$ cat config.mk
export PLATFORM = sky130hd
export DESIGN_NAME = rd_lat_pipe
export DESIGN_NICKNAME = d
export VERILOG_FILES = /design/src/rtl/mem_region_checker_rd_lat_pipe.sv
export SDC_FILE = /design/constraint.sdc
export NUM_CORES = 1
export LEC_CHECK = 0
export BUFFER_PORTS_ARGS = -buffer_cell sky130_fd_sc_hd__buf_2
export CAP_MARGIN = 20
export CORE_AREA = 4 4 41 43
export CTS_CLUSTER_DIAMETER = 60
export DETAILED_ROUTE_END_ITERATION = 6
export DIE_AREA = 0 0 45 47
export PLACE_DENSITY = 0.69
export RECOVER_POWER = 25
export SYNTH_ARGS = -nofsm -noshare
export SYNTH_HDL_FRONTEND = slang
export SYNTH_SLANG_ARGS = --single-unit
$ cat constraint.sdc
create_clock -name clk -period 0.8 [get_ports clk]
set_input_delay 0.16 -clock clk [delete_from_list [all_inputs] [get_ports clk]]
set_output_delay 0.16 -clock clk [all_outputs]
set_load 0.03 [all_outputs]
$ cat src/rtl/mem_region_checker_rd_lat_pipe.sv
// rd_lat_pipe: valid/payload delay line matching the SRAM read latency
// pending flags valid entries that have not yet reached the output stage.
module rd_lat_pipe #(
    parameter int DEPTH = 1,
    parameter int W     = 16
) (
    input  logic         clk,
    input  logic         rst_n,
    input  logic         flush,
    input  logic         in_valid,
    input  logic [W-1:0] in_data,
    output logic         out_valid,
    output logic [W-1:0] out_data,
    output logic         pending
);

    localparam logic [DEPTH-1:0] TOP = DEPTH'(1) << (DEPTH - 1);

    logic [DEPTH-1:0] v;
    logic [W-1:0]     d [DEPTH];

    always_ff @(posedge clk or negedge rst_n) begin
        if (!rst_n) begin
            v <= '0;
            for (int i = 0; i < DEPTH; i++) d[i] <= '0;
        end else begin
            v[0] <= in_valid && !flush;
            d[0] <= in_data;
            for (int i = 1; i < DEPTH; i++) begin
                v[i] <= v[i-1] && !flush;
                d[i] <= d[i-1];
            end
        end
    end

    assign out_valid = v[DEPTH-1];
    assign out_data  = d[DEPTH-1];
    assign pending   = |(v & ~TOP);

endmodule

==> Word-level counts from Yosys, hierarchy flattened <==
Index checks and enable logic that the tools add are counted.
{ "word_totals": {"register_bits": 17, "in_bits": 20, "out_inout_bits": 18, "word_cells": 4} }
{ "classes": {"reduce_logical": 2} }
{ "op_table": {"columns": ["operator", "count"], "rows": [
  ["$logic_and 1x1->1", 1],
  ["$logic_not 1->1", 1]
]} }

==> Depth between registers and ports, before layout <==
Gate-level depths: netlist of the first run.
{ "depth": {"word_depth": 2, "mapped_depth": 1, "ltp_nobuf": 1} }

==> Worst setup path after synthesis of the first run <==
No wires, ideal clock.
{ "synth_timing": {"path_type": "reg2out", "start": "register d, in the netlist out_data[0]", "end": "output out_data[0]", "arrival_ns": 0.467, "required_ns": 0.640, "slack_ns": 0.173, "stages_incl_launch_ff": 1, "path_buffers": 0, "path_cell_list": "dfrtp_1"} }
{ "synth_lines": {"columns": ["item", "line", "source"], "rows": [
  ["from (decl)", "20", "logic [W-1:0] d [DEPTH];"],
  ["from (signal, indexed assignment)", "31", "d[i] <= d[i-1];"],
  ["to (decl)", "13", "output logic [W-1:0] out_data,"]
]} }
No word-level cell between the ends.

==> Final worst setup path of the first run <==
{ "layout_timing": {"start": "register d, in the netlist out_data[6]", "end": "output out_data[6]"} }
No word-level cell between the ends.

==> results.yml, run 1 <==
placement:
  post-place-ws_ps: 115
  dp_cells: 70
  placed_area_sq_um: 642
  portBuffers: 36
  gp_congestion: 0.687
grt:
  grt_max_degree: 18
  grt.overflow.total: 0
  antenna_found_initial: 0
  grt_pass1_wl_microns: 1980
  grt_usage: 0.139
  grt_pass1_vias: 426
clocking:
  cts_sinks: 17
  cts_tree: "yes"
  h-tree-depth: 1
  root_buffer: "clkbuf_4"
  clkTransAtPathRegs_ps: 90
  cts_buffer_depth: 2
  cts_buffers: 3
critical_path:
  crit_buf_inv: 1
  cp.arrival_ps: 810
  path_cells: "buf_6"
  critPathCaptureType: "primary output"
  crit_type: "flip-flop to primary output"
  crit_required_ps: 640
  path_delay_family: "flip-flops"
  crit_slowest_cell: "dfrtp_1"
  crit_path_start_kind: "flip-flop"
  worst-path-max-fanout: 1
  cp_slowest_stage_delay_ps: 390
cells_and_area:
  final_cells: 91
  areaGrowthSynthToFinish_pct: 108
  antenna_cells: 0
  fin_area_sq_um: 937
  fin_nets: 97
  layout-drive-gt1-share: 0.513
logic_synthesis:
  ys_ff_latch: 17
  synth-edff-count: 0
  yosys-top-cells-area: "dfrtp_1 94%, nor2b_4 3.1%, buf_4 1.7%"
  ys.flop_type: "dfrtp_1"
  ys_types: 4
  synth_largest_area_cell: "dfrtp_1"
  synth_cells: 20
  syn_area_per_cell_sq_um: 22.5
  synthTopCellsByCount: "17 x dfrtp_1, 1 x buf_4, 1 x conb_1, 1 x nor2b_4"
  synth_top_area_share: 0.944
  synth_most_common_cell: "dfrtp_1"
  async_flop_share: 1.00
  syn_nets: 40
  ys_seq_area_frac: 0.944
  netlist_area_sq_um: 450
  yosys_warnings: 0
timing:
  period_minus_slack_ps: 973
  whs_ps: 23.9
  setup_viol: 17
  final.setup.worst_slack_ps: -173
  slew_viol_final: 0
  max_freq_mhz: 1030
  rsz0062_at_grt: "true"
  hold_violations: 0
  fin_crit_sh: 1.22
flow_run:
  cap_violations: 0
pwr:
  fin_total_pwr_mw: 1.67
  intPower_mw: 1.26
  p_seq_frac: 0.554
  power.leakage_nw: 0.468
  switchingPower_mw: 0.402
  clockPowerShare: 0.250
  cellPowerDensity_nw_per_um2: 1780
  peakVddDrop_mv: 1.75
  p_comb_frac: 0.196
  switching_share: 0.241
floorplan:
  die_y_microns: 47
  coreArea_sq_um: 1300
  rows: 13
  io_pins: 38
  die_width_microns: 45
  dieArea_sq_um: 2120
  initial_core_util: 0.346
min_path:
  hold_class: "primary input to flip-flop"
drt:
  final_antenna_net_count: 0
  drcViolationCount: 0
  vias: 350
  wire_per_inst_microns: 13.8
  totalWireLength_microns: 1260
  first_pass_iters: 4
  drt_iter0_drc: 1
  via_per_inst: 3.85
run_status:
  status: "finished with violations"
  violations: "negative setup slack"
## power by group through the flow
stage          Clock, mW  Combinational [mW]  Sequential [mW]
2_1_floorplan          0              0.0144             1.02
3_3_place_gp           0               0.209            0.926
3_5_place_dp           0               0.212            0.928
4_1_cts            0.437               0.329            0.922
5_1_grt            0.483               0.346            0.928
6_report           0.416               0.327            0.923
## repair_timing
item / in CTS / in global routing
resized for setup: 34 / 0
hold buffers: 17 / 0
hold endpoints to repair: 33 / 0
buffers inserted: 0 / 0
endpoints found under the setup margin: 17 / 17
## metal layers
metal	track usage	share of wire	vias up
met5	0	0	-
li1	-	-	170
met1	0.143	0.30	169
met2	0.285	0.66	11
met3	0.0460	0.044	0
met4	0	0	0
## logic make-up after synthesis
family,count (synthesis),share of synthesized area
flops,17,0.944
simple gates,1,0.0305
buf+inv,1,0.0167
other cells,1,0.00833
## path summary, 6_finish.rpt
kind / from / endpoint / slack [ps] / cells past startpoint
worst max-delay path: out_data[6] / out_data[6] / -170 / 1
worst min-delay path: flush / out_valid / 20 / 2
max in group asynchronous: rst_n / out_data[4] / 210 / 2
min in group asynchronous: rst_n / out_data[12] / 320 / 2
## area by class of cell
type	instances	area, sq um
sequential	17	425
fill	98	364
tap	15	18.8
clock buffer	4	26.3
multi-input combinational	2	10.0
timing repair buffer	53	457
## through the flow
step | setup TNS [ps] | utilization
floorplan | 0 | -
global placement | 0 | 0.493
detailed placement | 0 | 0.493
CTS | -2710 | 0.726
global route | -3280 | 0.720
finish | -2580 | 0.720
## state kept, by name (all words and copies together), names as in the netlist
signal,flops
out_valid,1
out_data,16
## placed cells by master, fill, tap and decap left out
| cell | count |
|---|---|
| clkbuf_4 | 3 |
| buf_2 | 19 |
| buf_6 | 17 |
| clkbuf_1 | 1 |
| conb_1 | 1 |
| dfrtp_1 | 17 |
| dlygate4sd3_1 | 17 |
| nor2b_1 | 1 |
Power figures use the tool's default switching activity.
==> run 2, diff against run 1 <==
- REMOVE_ABC_BUFFERS: default -> 1
- SKIP_CTS_REPAIR_TIMING: default -> 1
==> run 2 against run 1 <==
Against the previous run:
- the flow still finishes with violations (negative setup slack)
- total power down 0.14%
- utilization unchanged
- global-route usage down 6.3 points
- fmax increased by 0.32%
- via count grew 0.86%
- first-iteration DRC count down 100%
- critical path type unchanged
- critical path depth did not move
==> results.yml, run 2 (synthesized netlist as in run 1, its figures left out) <==
floorplan:
  dieArea_sq_um: 2120
  initial_core_util: 0.346
  die_y_microns: 47
  io_pins: 38
  die_width_microns: 45
  coreArea_sq_um: 1300
  rows: 13
pwr:
  cellPowerDensity_nw_per_um2: 1780
  power.leakage_nw: 0.468
  fin_total_pwr_mw: 1.66
  peakVddDrop_mv: 1.11
drt:
  drt_iter0_drc: 0
  final_antenna_net_count: 0
  via_per_inst: 3.88
  vias: 353
  first_pass_iters: 1
  wire_per_inst_microns: 10.7
  totalWireLength_microns: 971
  drcViolationCount: 0
cells_and_area:
  fin_area_sq_um: 937
  num-fill-cells: 87
  layout-drive-gt1-share: 0.513
  multi_input_area_sq_um: 10.0
  final_cell_mix: "19 x buf_2, 17 x dlygate4sd3_1, 17 x dfrtp_1, 17 x buf_6, 3 x clkbuf_4"
  regArea_sq_um: 425
  antenna_cells: 0
  final_common_cell: "buf_2"
  largest_reg_flops: 16
  areaGrowthSynthToFinish_pct: 108
  fin_nets: 97
critical_path:
  cp_slowest_stage_delay_ps: 400
  path_cells: "buf_6"
  crit_type: "flip-flop to primary output"
  cp.arrival_ps: 810
  path_delay_family: "flip-flops"
  worst-path-max-fanout: 1
  critPathCaptureType: "primary output"
  crit_required_ps: 640
  crit_path_start_kind: "flip-flop"
  crit_buf_inv: 1
  crit_slowest_cell: "dfrtp_1"
clocking:
  clkTransAtPathRegs_ps: 90
  cts_tree: "yes"
  cts_buffers: 3
  cts_sinks: 17
  root_buffer: "clkbuf_4"
  cts_buffer_depth: 2
  h-tree-depth: 1
grt:
  grt.overflow.total: 0
  grt_pass1_wl_microns: 1090
  grt_usage: 0.0754
  grt_max_degree: 18
  grt_pass1_vias: 258
  antenna_found_initial: 0
timing:
  fin_crit_sh: 1.21
  fin_setup_tns_ps: -2580
  rsz0062_at_grt: "true"
  final.setup.worst_slack_ps: -170
  max_freq_mhz: 1030
  setup_viol: 17
  hold_violations: 0
  slew_viol_final: 0
  period_minus_slack_ps: 970
placement:
  placed_area_sq_um: 642
  portBuffers: 36
  gp_congestion: 0.608
run_status:
  violations: "negative setup slack"
  status: "finished with violations"
flow_run:
  cap_violations: 0
min_path:
  hold_class: "primary input to flip-flop"
## run 2: metal layers
metal	share of wire	GRT usage	up-vias
met4	0	0.0351	0
met3	0.097	0.0345	0
li1	-	-	168
met1	0.28	0.0762	164
met5	0	0	-
met2	0.63	0.133	21
## run 2: stage by stage
step	setup slack [ps]	hold slack, ps	utilization	instances
2_1_floorplan	173	-136	-	19
3_3_place_gp	128	84.9	0.493	70
3_5_place_dp	113	88.5	0.493	70
4_1_cts	-193	-211	0.513	74
5_1_grt	-212	16.5	0.720	91
6_report	-170	26.1	0.720	91
## run 2: worst paths after layout
path                       slack [ps]      endpoint         start  cells past startpoint
min in group asynchronous         310   out_data[8]         rst_n                      2
worst min-delay path               30     out_valid         flush                      2
worst max-delay path             -170  out_data[10]  out_data[10]                      1
max in group asynchronous         240   out_data[7]         rst_n                      2
## run 2: cell type report
type | count | area share
Tap cell | 15 | 0.0200
Clock buffer | 4 | 0.0280
Timing Repair Buffer | 53 | 0.487
Multi-Input combinational cell | 2 | 0.0107
Sequential cell | 17 | 0.454
## run 2: where the power goes
part           leakage (nW)  switching [mW]  internal [mW]
clock network        0.0150           0.230          0.193
registers             0.199          0.0202          0.902
logic                 0.254           0.150          0.169
